--- src/rtl/cargador_serial_if.sv ---
// Operand-loader bus: serial operand input, network feedback and result handshake.
interface cargador_serial_if #(
  parameter int K = 4
);
  logic         inicio;
  logic         A_ser;
  logic         B_ser;
  logic         bit_valido;
  logic         Z_red;
  logic         acepta;
  logic [K-1:0] A;
  logic [K-1:0] B;
  logic         Z;
  logic         valido;
  logic         listo;

  modport master (
    output inicio, A_ser, B_ser, bit_valido, Z_red, acepta,
    input  A, B, Z, valido, listo
  );

  modport slave (
    input  inicio, A_ser, B_ser, bit_valido, Z_red, acepta,
    output A, B, Z, valido, listo
  );
endinterface

--- src/rtl/cargador_serial.sv ---
// Serial loader for an operand pair feeding an iterative comparator network;
// captures the network result one cycle after loading and holds it until taken.
module cargador_serial #(
  parameter int K = 4
) (
  input  logic              clk,
  input  logic              reset,
  cargador_serial_if.slave  bus
);
  localparam int CW = $clog2(K);

  typedef enum logic [1:0] {
    REPOSO  = 2'b00,
    CARGA   = 2'b01,
    EVALUA  = 2'b10,
    ENTREGA = 2'b11
  } estado_t;

  estado_t         state_r, state_s;
  logic [K-1:0]    a_r, a_s;
  logic [K-1:0]    b_r, b_s;
  logic [CW-1:0]   cnt_r, cnt_s;
  logic            z_r, z_s;
  logic            valido_r, valido_s;
  logic            listo_r;

  // Next-state and datapath next values
  always_comb begin
    state_s  = state_r;
    a_s      = a_r;
    b_s      = b_r;
    cnt_s    = cnt_r;
    z_s      = z_r;
    valido_s = valido_r;
    case (state_r)
      REPOSO: begin
        if (bus.inicio) begin
          state_s = CARGA;
          a_s     = {K{1'b0}};
          b_s     = {K{1'b0}};
          cnt_s   = {CW{1'b0}};
        end else begin
          state_s = REPOSO;
        end
      end
      CARGA: begin
        if (bus.bit_valido) begin
          a_s = {a_r[K-2:0], bus.A_ser};
          b_s = {b_r[K-2:0], bus.B_ser};
          // Last bit: counter wraps so the next load starts from zero anyway
          if (cnt_r == CW'(K - 1)) begin
            cnt_s   = {CW{1'b0}};
            state_s = EVALUA;
          end else begin
            cnt_s   = cnt_r + {{(CW-1){1'b0}}, 1'b1};
          end
        end else begin
          state_s = CARGA;
        end
      end
      EVALUA: begin
        z_s      = bus.Z_red;
        valido_s = 1'b1;
        state_s  = ENTREGA;
      end
      ENTREGA: begin
        if (bus.acepta) begin
          valido_s = 1'b0;
          state_s  = REPOSO;
        end else begin
          state_s  = ENTREGA;
        end
      end
      default: begin
        state_s  = REPOSO;
        valido_s = 1'b0;
      end
    endcase
  end

  // State and output registers; listo tracks the state being entered
  always_ff @(posedge clk) begin
    if (reset) begin
      state_r  <= REPOSO;
      a_r      <= {K{1'b0}};
      b_r      <= {K{1'b0}};
      cnt_r    <= {CW{1'b0}};
      z_r      <= 1'b0;
      valido_r <= 1'b0;
      listo_r  <= 1'b1;
    end else begin
      state_r  <= state_s;
      a_r      <= a_s;
      b_r      <= b_s;
      cnt_r    <= cnt_s;
      z_r      <= z_s;
      valido_r <= valido_s;
      listo_r  <= (state_s == REPOSO);
    end
  end

  assign bus.A      = a_r;
  assign bus.B      = b_r;
  assign bus.Z      = z_r;
  assign bus.valido = valido_r;
  assign bus.listo  = listo_r;
endmodule

--- src/flat_wrapper.sv ---
// flat-port wrapper written by rule: the top's interface ports become plain ports
module cargador_serial_flat 
#(
  parameter int K = 4
)
  (clk, reset, bus_inicio, bus_A_ser, bus_B_ser, bus_bit_valido, bus_Z_red, bus_acepta, bus_A, bus_B, bus_Z, bus_valido, bus_listo);
  cargador_serial_if #(.K(K)) bus_i ();
  input  logic clk;
  input  logic reset;
  input wire logic [$bits(bus_i.inicio)-1:0] bus_inicio;
  input wire logic [$bits(bus_i.A_ser)-1:0] bus_A_ser;
  input wire logic [$bits(bus_i.B_ser)-1:0] bus_B_ser;
  input wire logic [$bits(bus_i.bit_valido)-1:0] bus_bit_valido;
  input wire logic [$bits(bus_i.Z_red)-1:0] bus_Z_red;
  input wire logic [$bits(bus_i.acepta)-1:0] bus_acepta;
  output wire logic [$bits(bus_i.A)-1:0] bus_A;
  output wire logic [$bits(bus_i.B)-1:0] bus_B;
  output wire logic [$bits(bus_i.Z)-1:0] bus_Z;
  output wire logic [$bits(bus_i.valido)-1:0] bus_valido;
  output wire logic [$bits(bus_i.listo)-1:0] bus_listo;
  assign bus_i.inicio = bus_inicio;
  assign bus_i.A_ser = bus_A_ser;
  assign bus_i.B_ser = bus_B_ser;
  assign bus_i.bit_valido = bus_bit_valido;
  assign bus_i.Z_red = bus_Z_red;
  assign bus_i.acepta = bus_acepta;
  assign bus_A = bus_i.A;
  assign bus_B = bus_i.B;
  assign bus_Z = bus_i.Z;
  assign bus_valido = bus_i.valido;
  assign bus_listo = bus_i.listo;
  cargador_serial #(.K(K)) u_core (.clk(clk), .reset(reset), .bus(bus_i));
endmodule
--- config.mk ---
export PLATFORM = sky130hd
export DESIGN_NAME = cargador_serial_flat
export DESIGN_NICKNAME = d
export VERILOG_FILES = /design/src/rtl/cargador_serial_if.sv /design/src/rtl/cargador_serial.sv /design/src/flat_wrapper.sv
export SDC_FILE = /design/constraint.sdc
export NUM_CORES = 1
export LEC_CHECK = 0
export CORE_AREA = 2 2 42 44
export DETAILED_ROUTE_END_ITERATION = 7
export DIE_AREA = 0 0 44 46
export GPL_ROUTABILITY_DRIVEN = 1
export GPL_TIMING_DRIVEN = 0
export PLACE_DENSITY = 0.72
export SLEW_MARGIN = 25
export SYNTH_ARGS = -nofsm -noshare
export SYNTH_HDL_FRONTEND = slang
export SYNTH_SLANG_ARGS = --single-unit
--- constraint.sdc ---
create_clock -name clk -period 1.4 [get_ports clk]
set_input_delay 0.14 -clock clk [delete_from_list [all_inputs] [get_ports clk]]
set_output_delay 0.14 -clock clk [all_outputs]
set_load 0.1 [all_outputs]
==> flow_summary.toml, run 1 <==
[outcome]
status = "finished, final reports clean"

[worst_hold_path]
holdPathStages = 3
hp-class = "in -> reg"

[worst_setup_path]
r2r_cells = 4
cp.required_ns = 1.26
path_cells = "clkdlybuf4s15_2"
crit_path_max_incr_delay_ns = 0.57
path_delay_family = "buffers and inverters"
critical_path.max_fanout = 3
worstSetupPathType = "reg -> out"
startpoint_type = "register"
critPathBufInv = 1
crit_cells = 1
end_kind = "primary output"
cpMaxStageDelayCell = "clkdlybuf4s15_2"
crit_arrival_ns = 1.22

[global_route]
overflow = 0
grt_max_degree = 11
grt_pass1_vias = 569
grt_pass1_wl_um = 2450
grt.total_usage_pct = 16.8
antenna_found_initial = 0

[cells_and_area]
layout.core_utilization_pct = 55.2
finalNetCount = 102
multiInputGateArea_um2 = 313
n_antenna_cell = 0
seq_area_um2 = 300
drive_gt1_share_pct = 21.7
areaGrowthSynthToFinish_pct = 36.7
n_fill_cell = 154
final_common_cell = "dfxtp_1"
mostFrequentLayoutCells = "15 x dfxtp_1, 12 x a21oi_1, 10 x nand4b_1"

[yosys]
syn_inst = 70
synth_cell_types = 19
yosys.area.top_type = "dfxtp_1"
yosysWarnings = 0
synthTopCellsByArea = "dfxtp_1 46%, nand4b_1 13%, a21oi_1 9.2%"
ys_ff_latch = 15
ys_seq_area_share_pct = 46.1
syn_nets = 79
syn_avg_cell_area_um2 = 9.31
syn_area_um2 = 652
synth_top_area_share_pct = 46.1

[clock_tree]
clk_pin_slew_ns = 0.09
numCtsBuffers = 3
h-tree-depth = 1
clock-sinks = 15
clockBufferDepth = 2
clockRootBuffer = "clkbuf_4"
clk_latency_ns = 0.28
cts_tree = "yes"

[route]
dr.first_iter.drc_count = 14
vias = 623
antenna_left = 0
drt-vias-per-instance = 5.72
drc = 0
drt_first_pass_iters = 4
wl_um = 1510
wire_per_inst_um = 13.9

[timing]
finalCritPeriodShare_pct = 97.2
finalHoldViolCount = 0
clock_skew_ns = 0.00364
setup_violations = 0
period_needed_ns = 1.36
tightest_slew_ns = 0.547
slew_violations = 0
relSlewSlack_pct = 63.7
tns_ns = 0
rsz0062_at_grt = "false"
max_freq_mhz = 735
layout_setup_ws_ns = 0.0393

[placed_design]
place.gp.congestion = 0.714
pre_cts_ws_ns = -0.237
port_buffers = 18
dpl.hpwl_um = 1020

[floorplanning]
ios = 19
dieArea_mm2 = 0.00202
fp-row-count = 15
coreArea_mm2 = 0.00161
die_w_um = 44
dieHeight_um = 46
start_util_pct = 40.4

[power_and_ir_drop]
vdd_ir_drop_max_mv = 0.480
p_leak_nw = 0.303
pwr_density_cell_mw_per_mm2 = 900

[run]
cap_violations = 0
==> per-stage QoR <==
step	instances	area, µm²	total power [W]	hold slack (ns)
2_1_floorplan	70	652	0.000521	0.209
3_3_place_gp	105	853	0.000565	0.459
6_report	109	891	0.000801	0.442
5_1_grt	109	891	0.000834	0.466
3_5_place_dp	105	853	0.000565	0.473
4_1_cts	109	893	0.000807	0.442
==> area by class of cell <==
| class | instances | share of cell area, % |
|---|---|---|
| multi-input cells | 48 | 35.1 |
| flip-flops and latches | 15 | 33.7 |
| repair buffers | 18 | 21.5 |
| plain buffers | 7 | 4.35 |
| clock buffers | 4 | 2.95 |
| well taps | 17 | 2.39 |
==> cells in the mapped netlist <==
library cell and n:
and4b_1 1, nor3_1 1, a21oi_1 12, buf_6 1, dfxtp_1 15, o21ai_1 2
a311o_1 1, nor2b_1 1, clkbuf_2 1, o21ai_0 9, ha_1 1, nand4b_1 10
nand2_1 3, nor2_1 4, buf_2 3, mux2i_4 1, clkbuf_1 2, a211oi_1 1
mux2i_1 1
==> where the power goes <==
part	total (W)	switching (W)	internal, W
clock network	0.000246	0.000136	0.000111
registers	0.000439	0.00000437	0.000435
logic	0.000116	0.0000736	0.0000424
total	0.000801	0.000214	0.000588
==> registers in the layout, summed over array words and instances (netlist names) <==
register,cells
u_core.bus.A,4
u_core.bus.B,4
u_core.cnt_r,2
u_core.state_r,2
u_core.bus.Z,1
u_core.bus.listo,1
u_core.bus.valido,1
==> metal layers <==
metal / global-route usage (%) / vias up / part of all wire, %
li1: - / 305 / -
met1: 20.6 / 293 / 44
met2: 26.8 / 21 / 49
met3: 4.37 / 4 / 4.8
met4: 9.09 / 0 / 1.7
met5: 0 / - / 0
==> kinds of logic (layout without fill, tap and decap cells) <==
| kind of cell | count (synthesis) | in the layout | share of synthesized area [%] |
|---|---|---|---|
| AO/OA/AOI/OAI | 25 | 25 | 20.3 |
| AND/OR/NAND/NOR | 20 | 20 | 20.7 |
| flip-flops | 15 | 15 | 46.1 |
| buffers and inverters | 7 | 29 | 5.95 |
| multiplexers | 2 | 2 | 4.99 |
| adder cells (fa/ha/maj) | 1 | 1 | 1.92 |
==> worst paths after layout <==
| kind | end | slack (ns) | from |
|---|---|---|---|
| worst min-delay path | u_core.bus.B[0] | 0.44 | bus_B_ser |
| worst max-delay path | bus_B[2] | 0.04 | u_core.bus.B[2] |
| worst min register to register | u_core.bus.A[3] | 0.48 | u_core.bus.A[3] |
| worst max register to register | u_core.cnt_r[0] | 0.25 | u_core.state_r[0] |
==> repair_timing <==
| item | CTS | global route |
|---|---|---|
| setup buffers | 0 | 0 |
| hold buffers | 0 | 0 |
| resized for setup | 33 | 2 |
| setup endpoints to repair | 11 | 2 |
(Power assumes the default switching activity.)
==> run 2: changes to the inputs <==
--- a/config.mk
+++ b/config.mk
@@ -5,12 +5,12 @@
 export SDC_FILE = /design/constraint.sdc
 export NUM_CORES = 1
 export LEC_CHECK = 0
-export CORE_AREA = 2 2 42 44
+export CORE_AREA = 2 2 44 46
 export DETAILED_ROUTE_END_ITERATION = 7
-export DIE_AREA = 0 0 44 46
+export DIE_AREA = 0 0 46 48
 export GPL_ROUTABILITY_DRIVEN = 1
 export GPL_TIMING_DRIVEN = 0
-export PLACE_DENSITY = 0.72
+export PLACE_DENSITY = 0.66
 export SLEW_MARGIN = 25
 export SYNTH_ARGS = -nofsm -noshare
 export SYNTH_HDL_FRONTEND = slang
==> flow_summary.toml, run 2 (same netlist as run 1, synthesis figures left out) <==
[outcome]
status = "finished, final reports clean"

[worst_setup_path]
crit_cells = 1
critical_path.max_fanout = 3
crit_path_max_incr_delay_ns = 0.57
worst_r2r_endpoint = "u_core.bus.B[0]"
crit_arrival_ns = 1.22
rrSetupSlack_ns = 0.25
r2r_cells = 4
path_cells = "clkdlybuf4s15_2"
cp.required_ns = 1.26
path_delay_family = "buffers and inverters"
critPathBufInv = 1
r2r_start = "u_core.state_r[1]"
worstSetupPathType = "reg -> out"
cpMaxStageDelayCell = "clkdlybuf4s15_2"
end_kind = "primary output"
startpoint = "u_core.bus.A[2]"
startpoint_type = "register"

[worst_hold_path]
hp-class = "in -> reg"
worst_hold_path.endpoint = "u_core.bus.A[0]"
worstHoldStart = "bus_A_ser"
holdPathStages = 3

[clock_tree]
h-tree-depth = 1
clockRootBuffer = "clkbuf_4"
clock-sinks = 15
cts_hold_buf = 0
clk_latency_ns = 0.28
cts_setup_buffers = 0
clockBufferDepth = 2
clk_pin_slew_ns = 0.10
cts_tree = "yes"
numCtsBuffers = 3

[route]
dr_wl_met3_um = 55
antenna_left = 0
dr.first_iter.drc_count = 8
drt-vias-per-instance = 5.53
vias = 603
top_layer_used = "met4"
drt_first_pass_iters = 4
drc = 0
wl_um = 1490
met1_length_um = 739
wire_per_inst_um = 13.6
met2_length_um = 670

[timing]
rsz0062_at_grt = "false"
clock_skew_ns = 0.0119
max_freq_mhz = 736
relSlewSlack_pct = 63.4
slew_violations = 0
finalHoldViolCount = 0
tightest_slew_ns = 0.552
hold-worst-slack_ns = 0.436
setup_violations = 0
finalCritPeriodShare_pct = 97.1
period_needed_ns = 1.36

[cells_and_area]
drive_gt1_share_pct = 21.7
finalNonFillerCells = 109
n_fill_cell = 161
areaGrowthSynthToFinish_pct = 36.9
mostFrequentLayoutCells = "15 x dfxtp_1, 12 x a21oi_1, 10 x nand4b_1, 10 x clkdlybuf4s15_2, 9 x o21ai_0"
layout.core_utilization_pct = 52.8
finalNetCount = 102
final_common_cell = "dfxtp_1"
n_antenna_cell = 0

[power_and_ir_drop]
vdd_ir_drop_max_mv = 0.469
pwr_density_cell_mw_per_mm2 = 898
p_leak_nw = 0.302

[placed_design]
place.gp.congestion = 0.773
placed_cells = 105
dpl.hpwl_um = 992
port_buffers = 18

[global_route]
grt_pass1_wl_um = 2470
grt.total_usage_pct = 15.6
grt_max_degree = 11
antenna_found_initial = 0
overflow = 0
grt_pass1_vias = 558

[floorplanning]
start_util_pct = 38.6
die_w_um = 46
coreArea_mm2 = 0.00169
fp-row-count = 15
ios = 19
dieArea_mm2 = 0.00221
dieHeight_um = 48

[run]
cap_violations = 0
-- run 2: changes by cell type in the layout (fill, tap and decap cells not counted) --
cell	change
clkdlybuf4s18_2	-1
clkdlybuf4s15_2	+1
-- run 2: power breakdown --
| group | leakage, nW | switching, W | total (W) | internal (W) |
|---|---|---|---|---|
| logic | 0.165 | 0.0000736 | 0.000116 | 0.0000425 |
| registers | 0.122 | 0.00000405 | 0.000439 | 0.000435 |
| clock network | 0.0150 | 0.000136 | 0.000246 | 0.000110 |
-- run 2: layout make-up --
cell class                      count  area, µm²  area share [%]
Buffer                              7       38.8            4.35
Clock buffer                        4       26.3            2.95
Multi-Input combinational cell     48        313            35.1
Sequential cell                    15        300            33.7
Tap cell                           17       21.3            2.38
Timing Repair Buffer               18        193            21.6
-- run 2: worst max path at each step --
stage,end,slack (ns)
final,bus_A[2],0.04
after floorplan,u_core.bus.A[0],0.05
after global placement,bus_A[2],-0.22
after CTS,bus_A[2],0.03
after detailed placement,bus_B[1],-0.23
after global routing,bus_A[2],0.004
-- run 2: what timing repair did --
item / in CTS / in global routing
resized for setup: 33 / 1
endpoints found under the hold margin: 0 / 0
endpoints found under the setup margin: 11 / 1
-- run 2: per-stage QoR --
stage	instance area, µm²	total power [W]	setup TNS (ns)	setup WS [ns]
finish	892	0.000801	0	0.0412
detailed placement	853	0.000566	-2.11	-0.231
global placement	853	0.000566	-2.09	-0.220
global route	892	0.000833	0	0.00371
floorplan	652	0.000521	0	0.0510
CTS	893	0.000811	0	0.0319
-- run 2: routing by layer --
| layer | GRT usage (%) | up-vias |
|---|---|---|
| met1 | 20.1 | 278 |
| met4 | 10.3 | 0 |
| li1 | - | 308 |
| met3 | 1.13 | 2 |
| met2 | 25.3 | 15 |
| met5 | 0 | - |
==> run 3: changes to the inputs <==
--- a/config.mk
+++ b/config.mk
@@ -8,9 +8,8 @@
 export CORE_AREA = 2 2 44 46
 export DETAILED_ROUTE_END_ITERATION = 7
 export DIE_AREA = 0 0 46 48
+export DONT_BUFFER_PORTS = 1
 export GPL_ROUTABILITY_DRIVEN = 1
-export GPL_TIMING_DRIVEN = 0
-export PLACE_DENSITY = 0.66
 export SLEW_MARGIN = 25
 export SYNTH_ARGS = -nofsm -noshare
 export SYNTH_HDL_FRONTEND = slang
==> flow_summary.toml, run 3 (same netlist as run 1, synthesis figures left out) <==
[route]
wire_per_inst_um = 13.9
dr.first_iter.drc_count = 9
drt_first_pass_iters = 3
drc = 0
drt-vias-per-instance = 5.75
wl_um = 1380
antenna_left = 0
vias = 569

[worst_hold_path]
worst_hold_path.endpoint = "u_core.cnt_r[0]"
hp-class = "in -> reg"
worstHoldStart = "bus_bit_valido"
holdPathStages = 2

[timing]
hold-worst-slack_ns = 0.0144
finalCritPeriodShare_pct = 81.0
relSlewSlack_pct = 63.6
setup_violations = 0
rsz0062_at_grt = "false"
slew_violations = 0
max_freq_mhz = 882
finalHoldViolCount = 0
period_needed_ns = 1.13
clock_skew_ns = 0.00310
tightest_slew_ns = 0.544
tns_ns = 0

[worst_setup_path]
crit_path_max_incr_delay_ns = 0.52
startpoint_type = "register"
cp.required_ns = 1.56
startpoint = "u_core.state_r[1]"
crit_arrival_ns = 1.30
path_cells = "nor2b_1 > mux2i_1 > nor2_1"
rrSetupSlack_ns = 0.27
end_kind = "register"
r2r_cells = 3
r2r_start = "u_core.state_r[1]"
cpMaxStageDelayCell = "dfxtp_1"
worst_r2r_endpoint = "u_core.bus.Z"
worstSetupPathType = "reg -> reg"
critical_path.max_fanout = 12

[power_and_ir_drop]
fin_total_pwr_w = 0.000771
vdd_ir_drop_max_mv = 0.673
p_leak_nw = 0.282
pwr_density_cell_mw_per_mm2 = 991

[floorplanning]
dieHeight_um = 48
die_w_um = 46
start_util_pct = 38.6
dieArea_mm2 = 0.00221
fp-row-count = 15
ios = 19
coreArea_mm2 = 0.00169

[clock_tree]
clk_pin_slew_ns = 0.09
h-tree-depth = 1
numCtsBuffers = 3
cts_hold_buf = 2
cts_tree = "yes"
clockBufferDepth = 2
cts_setup_buffers = 0
clk_latency_ns = 0.28
cts_resized = 0
clockRootBuffer = "clkbuf_4"
clock-sinks = 15

[cells_and_area]
final_common_cell = "dfxtp_1"
finalNonFillerCells = 99
layout.core_utilization_pct = 46.1
areaGrowthSynthToFinish_pct = 19.4
n_antenna_cell = 0
drive_gt1_share_pct = 20.7
finalNetCount = 92
mostFrequentLayoutCells = "15 x dfxtp_1, 13 x buf_4, 12 x a21oi_1"

[outcome]
status = "finished, final reports clean"

[global_route]
grt_pass1_wl_um = 2260
grt.total_usage_pct = 15.1
antenna_found_initial = 0
grt_max_degree = 17
grt_pass1_vias = 511
overflow = 0

[placed_design]
place.gp.congestion = 0.715
placed_cells = 93
dpl.hpwl_um = 883
port_buffers = 0

[run]
cap_violations = 0
-- run 3: stage by stage --
step / area [µm²] / setup WS, ns
finish: 778 / 0.266
global route: 778 / 0.164
CTS: 778 / 0.243
detailed placement: 732 / 0.305
global placement: 732 / 0.329
floorplan: 652 / 0.0510
-- run 3: critical path, delay by kind of cell, from the launching register on --
family	cells	cell delay [ns]
flops	1	0.52
mux	1	0.20
simple gates	2	0.29
-- run 3: worst max-delay path by stage --
stage / to / slack, ns / cells past startpoint
after floorplan: u_core.bus.A[0] / 0.05 / 2
after global placement: u_core.bus.listo / 0.33 / 3
after detailed placement: u_core.bus.A[1] / 0.31 / 3
after CTS: u_core.bus.A[1] / 0.24 / 3
after global routing: u_core.bus.B[2] / 0.16 / 3
final: u_core.bus.Z / 0.27 / 3
-- run 3: report_power, final --
group | leakage [nW] | total, W | switching [W] | internal (W)
clock | 0.0150 | 0.000245 | 0.000135 | 0.000111
sequential | 0.122 | 0.000440 | 0.00000564 | 0.000435
combinational | 0.146 | 0.0000857 | 0.0000609 | 0.0000248
total | 0.282 | 0.000771 | 0.000201 | 0.000570
-- run 3: layout make-up --
class / count / area, µm²
Fill cell: 176 / 911
Multi-Input combinational cell: 48 / 313
Sequential cell: 15 / 300
Timing Repair Buffer: 15 / 118
Clock buffer: 4 / 26.3
Tap cell: 17 / 21.3
-- run 3: layer usage --
layer,track usage [%],share of wire (%)
met2,23.1,44
met3,7.92,9.9
met4,6.86,1.7
met5,0,0
met1,17.4,44
